$ cat config.mk
export PLATFORM = sky130hd
export DESIGN_NAME = matmul_scratchpad
export DESIGN_NICKNAME = d
export VERILOG_FILES = /design/src/rtl/matmul_scratchpad.sv
export SDC_FILE = /design/constraint.sdc
export NUM_CORES = 1
export LEC_CHECK = 0
export CAP_MARGIN = 20
export CORE_MARGIN = 2
export CORE_UTILIZATION = 58
export DETAILED_ROUTE_END_ITERATION = 6
export DONT_BUFFER_PORTS = 1
export PLACE_DENSITY = 0.85
export SYNTH_ARGS = -nofsm -noshare
export SYNTH_HDL_FRONTEND = slang
export SYNTH_SLANG_ARGS = --single-unit
$ cat constraint.sdc
create_clock -name clk_i -period 2.3 [get_ports clk_i]
set_input_delay 0.345 -clock clk_i [delete_from_list [all_inputs] [get_ports clk_i]]
set_output_delay 0.345 -clock clk_i [all_outputs]
set_load 0.1 [all_outputs]
$ cat src/rtl/matmul_scratchpad.sv
// Result scratchpad behind the matmul calc stage: captures the calc result
// stream into one of SP_NTARGETS matrix slots, replays a slot as the C-bias
// operand, serves host reads and runs a per-slot clear engine.
module matmul_scratchpad #(
    parameter int unsigned DATA_WIDTH  = 8,
    parameter int unsigned BUS_WIDTH   = 16,
    parameter int unsigned ADDR_WIDTH  = 32,
    parameter int unsigned SP_NTARGETS = 4,
    localparam int unsigned MAX_DIM    = BUS_WIDTH / DATA_WIDTH,
    localparam int unsigned NELEM      = MAX_DIM * MAX_DIM,
    localparam int unsigned IDXW       = 2 * $clog2(MAX_DIM),
    localparam int unsigned SELW       = $clog2(SP_NTARGETS)
) (
    input  logic                  clk_i,
    input  logic                  rst_i,

    // calc-stage result write stream
    input  logic [SELW-1:0]       wr_sel_i,
    input  logic                  enable_w_i,
    input  logic [ADDR_WIDTH-1:0] address_w_i,
    input  logic [BUS_WIDTH-1:0]  data_w_i,
    output logic                  wr_done_o,
    output logic                  addr_err_o,

    // C-bias stream back to the calc stage
    input  logic                  bias_en_i,
    input  logic [SELW-1:0]       bias_sel_i,
    output logic [BUS_WIDTH-1:0]  data_c_o,

    // host read port
    input  logic                  rd_en_i,
    input  logic [SELW-1:0]       rd_sel_i,
    input  logic [IDXW-1:0]       rd_idx_i,
    output logic [BUS_WIDTH-1:0]  rd_data_o,
    output logic                  rd_valid_o,

    // slot clear engine
    input  logic                  clear_i,
    input  logic [SELW-1:0]       clr_sel_i,
    output logic                  busy_o
);

    localparam int unsigned CNTW        = IDXW + 1;
    localparam logic [4:0]  RESULT_CODE = 5'b10000;
    localparam logic [IDXW-1:0] LAST_IDX = IDXW'(NELEM - 1);

    typedef enum logic {
        ST_IDLE,
        ST_CLEAR
    } state_e;

    // storage: SP_NTARGETS slots of NELEM result words
    logic [BUS_WIDTH-1:0] mem_q [SP_NTARGETS][NELEM];

    state_e              state_q, state_d;
    logic [IDXW-1:0]     clr_idx_q, clr_idx_d;
    logic [SELW-1:0]     clr_slot_q, clr_slot_d;
    logic                busy_q, busy_d;
    logic                clr_we_c;

    logic [CNTW-1:0]     wr_cnt_q;
    logic                wr_done_q;
    logic                addr_err_q;
    logic [IDXW-1:0]     bias_idx_q;
    logic [BUS_WIDTH-1:0] data_c_q;
    logic [BUS_WIDTH-1:0] rd_data_q;
    logic                rd_valid_q;

    logic                wr_strobe_c;
    logic                wr_accept_c;
    logic [IDXW-1:0]     wr_idx_c;
    logic                wr_last_c;
    logic                unused_addr_c;

    // decode of the calc write strobe
    assign wr_strobe_c   = enable_w_i;
    assign wr_accept_c   = enable_w_i && (address_w_i[4:0] == RESULT_CODE);
    assign wr_idx_c      = address_w_i[5 +: IDXW];
    assign wr_last_c     = (wr_cnt_q == CNTW'(NELEM - 1));
    assign unused_addr_c = ^address_w_i[ADDR_WIDTH-1:5+IDXW];

    // clear engine state register
    always_ff @(posedge clk_i) begin
        if (rst_i) begin
            state_q    <= ST_IDLE;
            clr_idx_q  <= '0;
            clr_slot_q <= '0;
            busy_q     <= 1'b0;
        end else begin
            state_q    <= state_d;
            clr_idx_q  <= clr_idx_d;
            clr_slot_q <= clr_slot_d;
            busy_q     <= busy_d;
        end
    end

    // clear engine next state: walk every entry of the latched slot once
    always_comb begin
        state_d    = state_q;
        clr_idx_d  = clr_idx_q;
        clr_slot_d = clr_slot_q;
        busy_d     = 1'b0;
        clr_we_c   = 1'b0;
        case (state_q)
            ST_IDLE: begin
                if (clear_i) begin
                    state_d    = ST_CLEAR;
                    clr_idx_d  = '0;
                    clr_slot_d = clr_sel_i;
                    busy_d     = 1'b1;
                end
            end
            ST_CLEAR: begin
                clr_we_c = 1'b1;
                if (clr_idx_q == LAST_IDX) begin
                    state_d   = ST_IDLE;
                    clr_idx_d = '0;
                    busy_d    = 1'b0;
                end else begin
                    clr_idx_d = clr_idx_q + IDXW'(1);
                    busy_d    = 1'b1;
                end
            end
            default: begin
                state_d   = ST_IDLE;
                clr_idx_d = '0;
            end
        endcase
    end

    // storage update; the calc write is issued last so it beats a clear of the same entry
    always_ff @(posedge clk_i) begin
        if (rst_i) begin
            for (int s = 0; s < SP_NTARGETS; s++) begin
                for (int e = 0; e < NELEM; e++) begin
                    mem_q[s][e] <= '0;
                end
            end
        end else begin
            if (clr_we_c) begin
                mem_q[clr_slot_q][clr_idx_q] <= '0;
            end
            if (wr_accept_c) begin
                mem_q[wr_sel_i][wr_idx_c] <= data_w_i;
            end
        end
    end

    // accepted-write counter with matrix-complete pulse, plus bad operand flag
    always_ff @(posedge clk_i) begin
        if (rst_i) begin
            wr_cnt_q   <= '0;
            wr_done_q  <= 1'b0;
            addr_err_q <= 1'b0;
        end else begin
            wr_done_q  <= wr_accept_c && wr_last_c;
            addr_err_q <= wr_strobe_c && !wr_accept_c;
            if (wr_accept_c) begin
                wr_cnt_q <= wr_last_c ? '0 : wr_cnt_q + CNTW'(1);
            end
        end
    end

    // C-bias stream: one element per enabled cycle, restarting at 0 when disabled
    always_ff @(posedge clk_i) begin
        if (rst_i) begin
            bias_idx_q <= '0;
            data_c_q   <= '0;
        end else if (bias_en_i) begin
            data_c_q   <= mem_q[bias_sel_i][bias_idx_q];
            bias_idx_q <= (bias_idx_q == LAST_IDX) ? '0 : bias_idx_q + IDXW'(1);
        end else begin
            bias_idx_q <= '0;
            data_c_q   <= '0;
        end
    end

    // host read port; data holds when no read is requested
    always_ff @(posedge clk_i) begin
        if (rst_i) begin
            rd_data_q  <= '0;
            rd_valid_q <= 1'b0;
        end else begin
            rd_valid_q <= rd_en_i;
            if (rd_en_i) begin
                rd_data_q <= mem_q[rd_sel_i][rd_idx_i];
            end
        end
    end

    assign wr_done_o  = wr_done_q;
    assign addr_err_o = addr_err_q;
    assign data_c_o   = data_c_q;
    assign rd_data_o  = rd_data_q;
    assign rd_valid_o = rd_valid_q;
    assign busy_o     = busy_q;

endmodule

==> summary.txt <==
Floorplan
  – Die Ht: 168 um
  – # IOs: 100
  – Die ar.: 28100 um^2
  – Initial core utilization: 59.3%
  – FP Rows: 59
  – Die Width: 168 um
  – Core outline area: 26200 um^2

Logic synthesis
  – Synth top cells by count: 258 x and2_1, 256 x edfxtp_1, 169 x mux2i_1
  – Ys async rst share: 0%
  – Netlist Area Pre-Place: 15500 um^2
  – Cell count after synthesis: 1169
  – Syn. warnings: 0
  – Synth cell types: 39
  – EDFF count, synth: 256
  – Count leader, synth: and2_1
  – Yosys top cell area share: 49.5%
  – Synth area leaders: edfxtp_1 49%, mux2i_1 11%, and2_1 10%
  – Post-synth top flop: edfxtp_1
  – Yosys top cell by area: edfxtp_1
  – Post-synthesis average cell area: 13.3 um^2
  – Syn_nets: 1239
  – Number of synthesized register bits: 301
  – Post-synthesis sequential area ratio: 55.3%

Detailed routing
  – Via Count: 10600
  – Routed len/inst: 27.8 um
  – Final wirelength: 43.9 mm
  – Initial drt markers: 1545
  – Drt drc: 0
  – Vias per inst: 6.71
  – First-pass DRT Iterations: 5
  – DRT antenna net count: 0

Layout
  – Layout Nets: 1288
  – Layout fillers: 1731
  – Final instance area: 17600 um^2
  – Post-layout util: 67.2%
  – Area delta synth->final: 13.4%
  – Layout cell share with drive strength beyond 1: 17.3%

Timing
  – Final TNS setup: 0 ns
  – Final WS setup: 0.293 ns
  – Final hold violations: 0
  – Final setup vio count: 0
  – Max Freq: 498 MHz
  – Final Cycle Share: 87.3%
  – Slew @ Worst Pin: 0.665 ns
  – Minimum clock period after layout: 2.01 ns
  – Fin. max-slew vios: 0
  – Skew final: 0.0119 ns
  – Max_slew headroom: 55.6%
  – RSZ-0062 raised after global routing: false

Worst setup path
  – Required time of the critical path: 2.71 ns
  – CP max FO: 21
  – Worst path arrival time: 2.42 ns
  – Setup crit end kind: register
  – CP Class: reg2reg
  – CP Launch Type: register

Min path
  – Hold WC Path Type: in2reg

Clock tree
  – Clock Latency Late Sink: 0.58 ns
  – Longest Clk Path Bufs: 3
  – Root Buffer: clkbuf_16
  – CTS buffer count: 31
  – CTS tree: built
  – CTS sink cnt: 301
  – H-tree Lvls: 1
  – Worst-path clk slew: 0.06 ns

Run
  – Max-cap viol count: 0

Placement
  – Place WS: 0.305 ns
  – GPL Wtd Cong: 0.875
  – IO buf count: 0
  – Hpwl dp: 25.3 mm
  – DP Area: 16400 um^2

Global route
  – Number of global-route vias before repair: 10700
  – Largest net degree at the start of global routing: 129
  – Total track usage: 31.4%
  – Grt met3 use: 6.74%
  – GR peak layer: met2
  – Antenna violations before repair: 1
  – GRT met1 Usage: 41.8%
  – Gr ovfl total: 0
  – First-pass GRT wire length: 64.6 mm
  – GRT met2 Usage: 49.8%

Pwr
  – Worst VDD drop: 0.000583 V
  – Static Leak: 6.81 nW
  – Power per standard cell area: 718 nW/um^2
  – Total power: 12.6 mW

Status
  – Run status: completed
cells in the final DEF, fill, tap and decap left out, types with 3 or more instances in the layout:
cell	synthesis	layout
nand3_1	48	48
a311o_1	16	16
a32o_1	6	6
nor3_4	11	11
nor2_1	14	13
clkinv_2	0	4
buf_4	2	72
clkbuf_1	53	13
and2_1	258	258
clkbuf_8	0	5
dfxtp_1	45	43
mux2i_1	169	169
mux2_2	6	6
a211oi_1	6	6
edfxtp_1	256	256
o32ai_1	6	6
o21a_1	6	6
dlygate4sd3_1	0	25
a21boi_0	6	6
a22oi_1	48	48
ha_1	6	6
nor2b_1	14	12
nor3b_1	3	3
buf_12	0	16
mux4_2	52	52
a21oi_1	21	21
nor4_4	4	4
nand2b_1	5	5
inv_1	3	3
nand2_1	42	41
clkbuf_16	0	31
o22ai_1	10	10
through the flow:
stage               hold slack (ns)  std cells
floorplan                     0.424       1169
global placement              0.411       1495
detailed placement            0.413       1495
CTS                         0.00943       1578
global route                 0.0289       1579
finish                       0.0221       1579
layout make-up:
type / count / area, um^2 / area share (%)
Tap cell: 335 / 419 / 2.38
Multi-Input combinational cell: 768 / 6510 / 37.0
Inverter: 3 / 11.3 / 0.0639
Clock inverter: 9 / 78.8 / 0.447
Antenna cell: 1 / 2.50 / 0.0142
Clock buffer: 49 / 893 / 5.07
Timing Repair Buffer: 113 / 1110 / 6.31
Sequential cell: 301 / 8590 / 48.8
worst max-delay path, cell delays in order, from the launching register on:
cell,delay [ns]
dfxtp_2,0.76
buf_4,0.38
a211oi_1,0.07
o21a_1,0.18
o32ai_1,0.46
state kept, by name (all words and copies together), names as in the netlist:
register and count:
addr_err_o 1, bias_idx_q 2, busy_o 1, clr_idx_q 2, clr_slot_q 2, data_c_o 16
mem_q 256, rd_data_o 16, rd_valid_o 1, wr_cnt_q 3, wr_done_o 1
metal layers:
layer,vias to the layer above,part of all wire (%)
met3,155,14
li1,4501,-
met1,5119,36
met5,-,0
met2,824,45
met4,0,5.2
kinds of logic after synthesis:
family          synth area share [%]
simple gates                    16.5
flops                           55.3
mux                             18.9
compound gates                  6.02
buf+inv                         2.90
fa+ha+maj                      0.483
where the power goes:
part / internal (mW) / switching (mW) / total (mW)
registers: 6.16 / 0.148 / 6.31
clock network: 2.76 / 2.07 / 4.84
logic: 0.558 / 0.944 / 1.50
worst paths after layout:
path,to,slack (ns),cells after the start,startpoint
setup / recovery,data_c_o[15]$_SDFF_PP0_,0.29,4,bias_idx_q[0]$_SDFF_PP0_
hold / removal,clr_idx_q[0]$_SDFFE_PP0P_,0.02,3,clear_i
setup reg to reg,data_c_o[15]$_SDFF_PP0_,0.29,4,bias_idx_q[0]$_SDFF_PP0_
hold reg to reg,rd_data_o[10]$_SDFFE_PP0P_,0.47,2,rd_data_o[10]$_SDFFE_PP0P_
what timing repair did:
action	in CTS	in global routing
buffers inserted	0	0
hold buffers	25	0
setup endpoints to repair	0	1
resized for setup	0	1
hold endpoints to repair	268	0
No activity file was read; power rests on OpenSTA's default activity.
